<file path="src/rtl/ecc_scrub_pkg.sv">
// Shared types and helpers for the ECC scrub scheduler.
// Holds the FSM state enum and the saturating-increment helper.
package ecc_scrub_pkg;

  typedef enum logic [1:0] {
    Off,
    Wait,
    Issue,
    Pending
  } state_e;

  function automatic logic [31:0] sat_inc(
    input logic [31:0] v,
    input logic [31:0] max
  );
    return (v >= max) ? max : v + 32'd1;
  endfunction

endpackage

</file>
<file path="src/rtl/ecc_sat_counter.sv">
// Saturating event counter with synchronous clear.
// Ports: inc_i (count), clr_i (clear, an event in the same cycle wins), cnt_o.
module ecc_sat_counter
  import ecc_scrub_pkg::*;
#(
  parameter int unsigned Width = 16
) (
  input  logic             clk_i,
  input  logic             rst_ni,
  input  logic             inc_i,
  input  logic             clr_i,
  output logic [Width-1:0] cnt_o
);

  localparam logic [31:0] Max = 32'({Width{1'b1}});

  logic [Width-1:0] r_cnt;
  logic [Width-1:0] w_nxt;

  always_comb begin
    w_nxt = r_cnt;
    if (clr_i) begin
      w_nxt = inc_i ? Width'(1) : '0;
    end else if (inc_i) begin
      w_nxt = Width'(sat_inc(32'(r_cnt), Max));
    end
  end

  always_ff @(posedge clk_i or negedge rst_ni) begin
    if (!rst_ni) r_cnt <= '0;
    else         r_cnt <= w_nxt;
  end

  assign cnt_o = r_cnt;

endmodule

</file>
<file path="src/rtl/ecc_scrub_scheduler.sv">
// Scrub scheduler: bursts of scrub triggers split by idle intervals,
// address mirror, error statistics, last-error capture, irq, starvation.
// Ports: enable_i/interval_i/burst_len_i config, scrub_trigger_o and
// scrub_done_i/bit_corrected_i/uncorrectable_i scrubber handshake,
// clear_i, and busy/addr/count/err/irq/starve/sweep status outputs.
module ecc_scrub_scheduler
  import ecc_scrub_pkg::*;
#(
  parameter int unsigned DataDepth     = 2048,
  parameter int unsigned IntervalWidth = 16,
  parameter int unsigned BurstWidth    = 8,
  parameter int unsigned CntWidth      = 16,
  parameter int unsigned StarveThresh  = 1024,
  parameter int unsigned AddrWidth     = $clog2(DataDepth)
) (
  input  logic                     clk_i,
  input  logic                     rst_ni,
  input  logic                     enable_i,
  input  logic [IntervalWidth-1:0] interval_i,
  input  logic [BurstWidth-1:0]    burst_len_i,
  output logic                     scrub_trigger_o,
  input  logic                     scrub_done_i,
  input  logic                     bit_corrected_i,
  input  logic                     uncorrectable_i,
  input  logic                     clear_i,
  output logic                     busy_o,
  output logic [AddrWidth-1:0]     scrub_addr_o,
  output logic [CntWidth-1:0]      corr_cnt_o,
  output logic [CntWidth-1:0]      uncorr_cnt_o,
  output logic [AddrWidth-1:0]     err_addr_o,
  output logic                     err_valid_o,
  output logic                     irq_o,
  output logic                     starve_o,
  output logic                     sweep_done_o
);

  localparam int unsigned WaitW = $clog2(StarveThresh + 1);
  localparam logic [AddrWidth-1:0] LastAddr = AddrWidth'(DataDepth - 1);
  localparam logic [WaitW-1:0] Thresh = WaitW'(StarveThresh);

  state_e                   r_state;
  state_e                   w_state_nxt;
  logic [IntervalWidth-1:0] r_int;
  logic [IntervalWidth-1:0] w_int_nxt;
  logic [BurstWidth-1:0]    r_burst;
  logic [BurstWidth-1:0]    w_burst_nxt;
  logic [BurstWidth-1:0]    w_burst_dec;
  logic [BurstWidth-1:0]    w_burst_load;
  logic [AddrWidth-1:0]     r_addr;
  logic [AddrWidth-1:0]     r_err_addr;
  logic                     r_err_valid;
  logic                     r_irq;
  logic                     r_sweep;
  logic [WaitW-1:0]         r_wait;
  logic                     w_done;
  logic                     w_corr;
  logic                     w_unc;
  logic                     w_err;
  logic                     w_outst;

  // Done pulses outside Pending belong to no trigger of ours.
  assign w_done  = scrub_done_i && (r_state == Pending);
  assign w_corr  = w_done && bit_corrected_i;
  assign w_unc   = w_done && uncorrectable_i;
  assign w_err   = w_corr || w_unc;
  assign w_outst = (r_state == Issue) || (r_state == Pending);

  assign w_burst_dec  = r_burst - BurstWidth'(1);
  assign w_burst_load = (burst_len_i == '0) ? BurstWidth'(1)
                                            : burst_len_i;

  always_comb begin
    w_state_nxt = r_state;
    w_int_nxt   = r_int;
    w_burst_nxt = r_burst;
    unique case (r_state)
      Off: begin
        if (enable_i) begin
          w_state_nxt = Wait;
          w_int_nxt   = interval_i;
        end
      end
      Wait: begin
        if (!enable_i) begin
          w_state_nxt = Off;
        end else if (r_int == '0) begin
          w_state_nxt = Issue;
          w_burst_nxt = w_burst_load;
        end else begin
          w_int_nxt = r_int - IntervalWidth'(1);
        end
      end
      Issue: begin
        w_state_nxt = Pending;
      end
      Pending: begin
        if (w_done) begin
          w_burst_nxt = w_burst_dec;
          if (!enable_i) begin
            w_state_nxt = Off;
          end else if (w_burst_dec != '0) begin
            w_state_nxt = Issue;
          end else begin
            w_state_nxt = Wait;
            w_int_nxt   = interval_i;
          end
        end
      end
      default: w_state_nxt = Off;
    endcase
  end

  always_ff @(posedge clk_i or negedge rst_ni) begin
    if (!rst_ni) begin
      r_state <= Off;
      r_int   <= '0;
      r_burst <= '0;
    end else begin
      r_state <= w_state_nxt;
      r_int   <= w_int_nxt;
      r_burst <= w_burst_nxt;
    end
  end

  always_ff @(posedge clk_i or negedge rst_ni) begin
    if (!rst_ni) begin
      r_addr  <= '0;
      r_sweep <= 1'b0;
    end else begin
      r_sweep <= w_done && (r_addr == LastAddr);
      if (w_done) begin
        r_addr <= (r_addr == LastAddr) ? '0
                                       : r_addr + AddrWidth'(1);
      end
    end
  end

  // Counts Issue plus Pending cycles, so Pending cycle N sees N.
  always_ff @(posedge clk_i or negedge rst_ni) begin
    if (!rst_ni) begin
      r_wait <= '0;
    end else if (w_done || !w_outst) begin
      r_wait <= '0;
    end else if (r_wait < Thresh) begin
      r_wait <= r_wait + WaitW'(1);
    end
  end

  always_ff @(posedge clk_i or negedge rst_ni) begin
    if (!rst_ni) begin
      r_err_addr  <= '0;
      r_err_valid <= 1'b0;
      r_irq       <= 1'b0;
    end else begin
      if (w_err) begin
        r_err_addr  <= r_addr;
        r_err_valid <= 1'b1;
      end else if (clear_i) begin
        r_err_addr  <= '0;
        r_err_valid <= 1'b0;
      end
      if (w_unc)        r_irq <= 1'b1;
      else if (clear_i) r_irq <= 1'b0;
    end
  end

  ecc_sat_counter #(
    .Width (CntWidth)
  ) u_corr_cnt (
    .clk_i  (clk_i),
    .rst_ni (rst_ni),
    .inc_i  (w_corr),
    .clr_i  (clear_i),
    .cnt_o  (corr_cnt_o)
  );

  ecc_sat_counter #(
    .Width (CntWidth)
  ) u_uncorr_cnt (
    .clk_i  (clk_i),
    .rst_ni (rst_ni),
    .inc_i  (w_unc),
    .clr_i  (clear_i),
    .cnt_o  (uncorr_cnt_o)
  );

  assign scrub_trigger_o = (r_state == Issue);
  assign busy_o          = w_outst;
  assign scrub_addr_o    = r_addr;
  assign err_addr_o      = r_err_addr;
  assign err_valid_o     = r_err_valid;
  assign irq_o           = r_irq;
  assign starve_o        = (r_wait >= Thresh);
  assign sweep_done_o    = r_sweep;

endmodule

</file>
<file path="config.mk">
export PLATFORM = sky130hd
export DESIGN_NAME = ecc_scrub_scheduler
export DESIGN_NICKNAME = d
export VERILOG_FILES = /design/src/rtl/ecc_scrub_pkg.sv /design/src/rtl/ecc_sat_counter.sv /design/src/rtl/ecc_scrub_scheduler.sv
export SDC_FILE = /design/constraint.sdc
export NUM_CORES = 1
export LEC_CHECK = 0
export BUFFER_PORTS_ARGS = -buffer_cell sky130_fd_sc_hd__buf_2
export CORE_MARGIN = 5
export CORE_UTILIZATION = 61
export DETAILED_ROUTE_END_ITERATION = 8
export GPL_TIMING_DRIVEN = 0
export PLACE_DENSITY = 0.86
export SETUP_SLACK_MARGIN = 0.2
export SKIP_CTS_REPAIR_TIMING = 1
export SLEW_MARGIN = 30
export SYNTH_ARGS = -nofsm -noshare
export SYNTH_HDL_FRONTEND = slang
export SYNTH_SLANG_ARGS = --single-unit
</file>
<file path="constraint.sdc">
create_clock -name clk_i -period 4 [get_ports clk_i]
set_input_delay 0.4 -clock clk_i [delete_from_list [all_inputs] [get_ports clk_i]]
set_output_delay 0.4 -clock clk_i [all_outputs]
set_load 0.02 [all_outputs]
</file>
==> results of run 1 <==
area by class of cell:
class                      count  area, µm²
buffer                        37        155
inverter                      17       63.8
multi-input combinational    431       2640
clock buffer                  10        138
tap                          105        131
timing repair buffer          91        489
sequential                    94       2350
clock inverter                 6       68.8
fill                         629       2220
final timing paths:
check                      cells after the start                    to      startpoint
max in group asynchronous                      3             r_int[11]          rst_ni
min in group asynchronous                      2  u_corr_cnt.cnt_o[12]          rst_ni
min                                            3             r_int[14]  interval_i[14]
min reg2reg                                    1                 irq_o           irq_o
max                                           10              r_int[2]        r_int[0]
max reg2reg                                   10              r_int[2]        r_int[0]
flip-flops by register name (all words and copies together), names as in the netlist:
name and count:
err_addr_o 11, irq_o 1, r_int 16, r_wait 11, scrub_addr_o 11, u_uncorr_cnt.cnt_o 16, err_valid_o 1, r_state 2
r_burst 8, u_corr_cnt.cnt_o 16, sweep_done_o 1
through the flow:
stage               utilization, %  worst slack (ns)  power, mW
finish                        73.1              1.19       3.17
global route                  73.1              1.08       3.37
CTS                           73.0              1.26       3.16
detailed placement            70.5              1.29       2.49
global placement              70.1              1.40       2.43
floorplan                        -              1.56       2.15
report_power, final:
| group | leakage (nW) | switching (mW) | internal (mW) | total (mW) |
|---|---|---|---|---|
| Clock | 0.0964 | 0.359 | 0.310 | 0.669 |
| Combinational | 1.41 | 0.715 | 0.434 | 1.15 |
| Sequential | 1.24 | 0.222 | 1.13 | 1.35 |
cell usage after synthesis, types with 9 or more instances:
master    instances
nor3_1           21
a211oi_1         13
and2_1           11
nor2_1           55
dfrtp_1          94
a31oi_1          16
clkbuf_1         28
nor4_1            9
xor2_1           11
nand4_1          15
a21oi_1          34
and3_1           14
inv_1            17
nand3_1          21
o21ai_0          35
nand2_1          58
logic make-up (layout without fill, tap and decap cells):
kind of cell / after synthesis / count (layout)
AO/OA/AOI/OAI: 161 / 161
XOR/XNOR: 19 / 19
adder cells (fa/ha/maj): 8 / 8
buffers and inverters: 54 / 161
flip-flops: 94 / 94
multiplexers: 7 / 7
AND/OR/NAND/NOR: 236 / 236
worst max-delay path, stage by stage (launching register included):
cell and delay [ns]:
dfrtp_1 0.40, inv_1 0.11, ha_1 0.20, nor3b_1 0.52, and2_1 0.21, clkbuf_1 0.35
and4_1 0.26, buf_2 0.17, buf_4 0.21, nor3_1 0.08, o22a_1 0.18
layer usage:
metal | share of wire (%) | track usage, % | wire, µm | vias up
li1 | - | - | - | 2343
met4 | 1.9 | 11.0 | 256 | 0
met2 | 49 | 44.8 | 6700 | 224
met5 | 0 | 0 | 0 | -
met1 | 42 | 34.0 | 5720 | 2410
met3 | 6.5 | 3.28 | 884 | 21
==> flow_summary.json, run 1 <==
{
  "yosysSeqAreaShare_pct": 45.1,
  "crit_fanout": 10,
  "nets": 720,
  "synth_adder_area_share_pct": 1.92,
  "finalSetupTns_ns": 0,
  "r2r_slack_ns": 1.19,
  "min_period_ns": 2.81,
  "drt_first_pass_iters": 5,
  "cts_root_buffer": "clkbuf_8",
  "max_clock_freq_ghz": 0.356,
  "crit_required_ns": 4.26,
  "dpl.hpwl_um": 9760,
  "synth_top_area_share_pct": 45.1,
  "yosys_register_bits": 94,
  "yosysWarningCount": 0,
  "ys_types": 66,
  "critical_path_class": "reg -> reg",
  "cts_made_buffers": 9,
  "clkSinkCount": 94,
  "synth_top_family_by_area": "simple AND/OR/NAND/NOR gates",
  "numPortBuffers": 89,
  "vias": 4998,
  "leakage_nw": 2.74,
  "netlist_instances": 579,
  "async_flop_share_pct": 100,
  "die-area_um2": 10500,
  "drc": 0,
  "worstSkewPairLatency_ns": 0.36,
  "grt-ovfl-total": 0,
  "drive_gt1_share_pct": 18.5,
  "stdcell_count": 791,
  "ios": 91,
  "period_share_pct": 70.3,
  "grt_max_degree": 74,
  "ys_top_cells_by_area": "dfrtp_1 45%, nand2_1 4.2%, nor2_1 4.0%",
  "start_kind": "register",
  "power_density_nw_per_um2": 525,
  "synth_top_area_cell": "dfrtp_1",
  "synth-simple-area-share_pct": 23.0,
  "avgSynthCellArea_um2": 9.00,
  "maxSlewHeadroom_pct": 56.9,
  "synth-main-ff-cell": "dfrtp_1",
  "worst_pin_slew_ns": 0.640,
  "mostFrequentLayoutCells": "94 x dfrtp_1, 89 x buf_2, 58 x nand2_1",
  "via_per_inst": 6.32,
  "setup-violations-final": 0,
  "finalHoldViolCount": 0,
  "outcome": "completed",
  "synth_edf_count": 0,
  "synthMuxAreaShare_pct": 1.37,
  "synth_nets": 618,
  "die_w_um": 102,
  "drv_cap": 0,
  "critical_path_arrival_ns": 3.07,
  "maxSlewViolCount": 0,
  "synth.cell_area_um2": 5210,
  "track_usage_pct": 26.4,
  "finalInstanceArea_um2": 6040,
  "wl_um": 13600,
  "clockBufferDepth": 2,
  "final_common_cell": "dfrtp_1",
  "hp-class": "in -> reg",
  "initial_core_util_pct": 63.1,
  "gp_congestion": 0.900,
  "irDropWorstVdd_mv": 0.369,
  "synth_compound_area_share_pct": 21.2,
  "grt_pass1_vias": 4913,
  "drt_iter0_drc": 388,
  "place_area_um2": 5820,
  "antenna_found_initial": 0,
  "endpoint_kind": "register",
  "holdWs_ns": 0.314,
  "fin_skew_ns": 0.0103,
  "cts.htree.levels": 3,
  "path_clk_slew_ns": 0.10,
  "place_inst": 774,
  "area_growth_pct": 15.9,
  "wl_per_cell_um": 17.2,
  "diodes": 0,
  "rows": 33,
  "cts_tree": "built",
  "synth_xor_area_share_pct": 3.19,
  "grt_pass1_wl_um": 22300,
  "rsz0062_at_grt": "no",
  "core-area_um2": 8260,
  "drtAntennaViolNets": 0,
  "die_y_um": 102
}
Note: power is estimated with default switching activity, not from simulation.
==> run 2: changes to the inputs <==
Settings changed: ABC_AREA from default to 1, CORE_UTILIZATION 61 to 57, PLACE_DENSITY 0.86 to 0.8.
Clock period 4 ns to 2.65 ns, I/O delays scaled along.
==> run 2 against run 1 <==
Against the previous run:
- critical path depth rose by 2
- utilization decreased by 6.1 points
- worst hold slack got worse by 0.17 ns
- synthesized cell count grew 35%
- sequential power increased by 55%
- largest cell class unchanged
- fmax up 34%
- sequential share of layout area shrank 2.7 points
- via count grew 11%
- sequential cell count is the same
- routed wire length grew 3.4%
==> flow_summary.json, run 2 <==
{
  "ios": 91,
  "clkSinkCount": 94,
  "wl_um": 14000,
  "grt_max_degree": 50,
  "clockBufferDepth": 2,
  "hold_path_depth": 3,
  "worst_pin_slew_ns": 0.497,
  "initial_core_util_pct": 58.0,
  "power_density_nw_per_um2": 825,
  "drv_cap": 0,
  "drtAntennaViolNets": 0,
  "fin_skew_ns": 0.00697,
  "path_clk_slew_ns": 0.09,
  "multiInputGateArea_um2": 2830,
  "track_usage_pct": 24.8,
  "cp-startpoint": "r_int[0]",
  "yosys-top-cells-count": "239 x nand2_1, 94 x dfrtp_1, 84 x nor2_1",
  "worst_slack_ns": 0.547,
  "ys_top_cells_by_area": "dfrtp_1 42%, nand2_1 16%, nand3_1 6.9%",
  "grt_pass1_wl_um": 23500,
  "grt-ovfl-total": 0,
  "synth_edf_count": 0,
  "synth-main-ff-cell": "dfrtp_1",
  "worstSkewPairLatency_ns": 0.37,
  "yosysWarningCount": 0,
  "critical_path_class": "reg -> reg",
  "die_y_um": 109,
  "rows": 36,
  "drt_iter0_drc": 455,
  "rsz0062_at_grt": "no",
  "rr_startpoint": "r_int[0]",
  "crit_fanout": 10,
  "setup-violations-final": 0,
  "netlist_instances": 782,
  "irDropWorstVdd_mv": 0.579,
  "diodes": 0,
  "crit_family": "simple AND/OR/NAND/NOR gates",
  "path_depth": 12,
  "drive_gt1_share_pct": 18.2,
  "wl_per_cell_um": 13.7,
  "synth_compound_area_share_pct": 10.9,
  "gp_congestion": 0.921,
  "yosysSeqAreaShare_pct": 41.8,
  "synthMuxAreaShare_pct": 0,
  "critical_path_arrival_ns": 2.37,
  "crit_chain": "inv_1, ha_1, inv_1, nor2_1, nand3_2, nor2_2, nand2_2, o21ai_2, inv_2, buf_2, nand3_1, nand2_1",
  "cts_tree": "built",
  "antenna_found_initial": 0,
  "synth_top_area_share_pct": 41.8,
  "maxSlewViolCount": 0,
  "r2r_cells": 12,
  "layout.area.seq_um2": 2350,
  "dpl.hpwl_um": 10300,
  "numPortBuffers": 90,
  "min_period_ns": 2.10,
  "synth_top_family_by_area": "simple AND/OR/NAND/NOR gates",
  "core-area_um2": 9680,
  "crit_required_ns": 2.92,
  "die-area_um2": 11900,
  "avgSynthCellArea_um2": 7.19,
  "outcome": "completed",
  "cpMaxStageDelayCell": "dfrtp_1",
  "synth_adder_area_share_pct": 1.78,
  "drt_first_pass_iters": 5,
  "leakage_nw": 3.36,
  "finalHoldViolCount": 0,
  "endpoint_kind": "register",
  "grt_pass1_vias": 5250,
  "dp_slack_ns": 0.578,
  "n_fill_cell": 826,
  "drc": 0,
  "slowest_delay_ns": 0.42,
  "holdWs_ns": 0.143,
  "cts.htree.levels": 3,
  "period_share_pct": 79.4,
  "crit_top_cell": "inv_1",
  "r2r_slack_ns": 0.55,
  "max_clock_freq_ghz": 0.475,
  "die_w_um": 109,
  "area_growth_pct": 15.5,
  "yosys_register_bits": 94,
  "start_kind": "register",
  "nets": 924,
  "async_flop_share_pct": 100,
  "synth_top_area_cell": "dfrtp_1",
  "finalSetupTns_ns": 0,
  "mostFrequentLayoutCells": "239 x nand2_1, 96 x buf_2, 94 x dfrtp_1",
  "vias": 5546,
  "synth_nets": 821,
  "via_per_inst": 5.42,
  "crit_end": "r_int[14]",
  "path_buf_inv": 4,
  "maxSlewHeadroom_pct": 66.8,
  "synth_xor_area_share_pct": 2.03,
  "ys_types": 44,
  "hp-class": "in -> reg",
  "reg2reg_to": "r_int[14]",
  "cts_made_buffers": 9,
  "synth-simple-area-share_pct": 35.6,
  "synth.cell_area_um2": 5620,
  "final_common_cell": "nand2_1",
  "yosysMostFrequentCell": "nand2_1",
  "cts_root_buffer": "clkbuf_8"
}
## run 2: power breakdown
group	switching, mW	leakage (nW)	internal [mW]	total, mW
Clock	0.514	0.113	0.527	1.04
Combinational	1.49	2.01	0.741	2.23
Sequential	0.340	1.24	1.75	2.09
Total	2.35	3.36	3.01	5.36
## run 2: how the worst min path moves through the flow
stage,from,endpoint
3_5_place_dp,rst_ni,u_uncorr_cnt.cnt_o[8]
6_report,uncorrectable_i,irq_o
2_1_floorplan,rst_ni,err_addr_o[0]
4_1_cts,rst_ni,u_uncorr_cnt.cnt_o[8]
5_1_grt,uncorrectable_i,irq_o
3_3_place_gp,r_int[1],r_int[1]
## run 2: layout make-up
cell class              instances  share of cell area (%)
plain buffers                  18                    1.93
well taps                     133                    2.56
inverters                      81                    4.89
multi-input cells             589                    43.5
repair buffers                 92                    7.61
flip-flops and latches         94                    36.2
clock inverters                 7                    1.37
clock buffers                   9                    1.91
## run 2: layer usage
layer,part of all wire (%),global-route usage [%]
met1,43,32.3
met2,47,41.2
met3,8.6,5.40
met4,1.5,8.01
met5,0,0
## run 2: logic make-up (layout without fill, tap and decap cells)
family	after synthesis	in the layout
buffers and inverters	99	207
adder cells (fa/ha/maj)	8	8
AND/OR/NAND/NOR	455	455
flip-flops	94	94
AO/OA/AOI/OAI	113	113
XOR/XNOR	13	13
## run 2: worst register-to-register path: cells and delay by family, from the launching register on
family	cells	cell delay, ns
AO/OA/AOI/OAI	1	0.13
adder cells (fa/ha/maj)	1	0.20
buffers and inverters	4	0.50
flip-flops	1	0.42
AND/OR/NAND/NOR	6	0.76
## run 2: per-stage QoR
step           instances  power [mW]  instance area (µm²)  util (%)
6_report            1023        5.36                 6490      67.1
5_1_grt             1023        5.79                 6490      67.1
4_1_cts             1022        5.37                 6480      67.0
3_5_place_dp        1006        4.32                 6270      64.8
3_3_place_gp        1005        4.24                 6240      64.4
2_1_floorplan        782        3.68                 5620         -
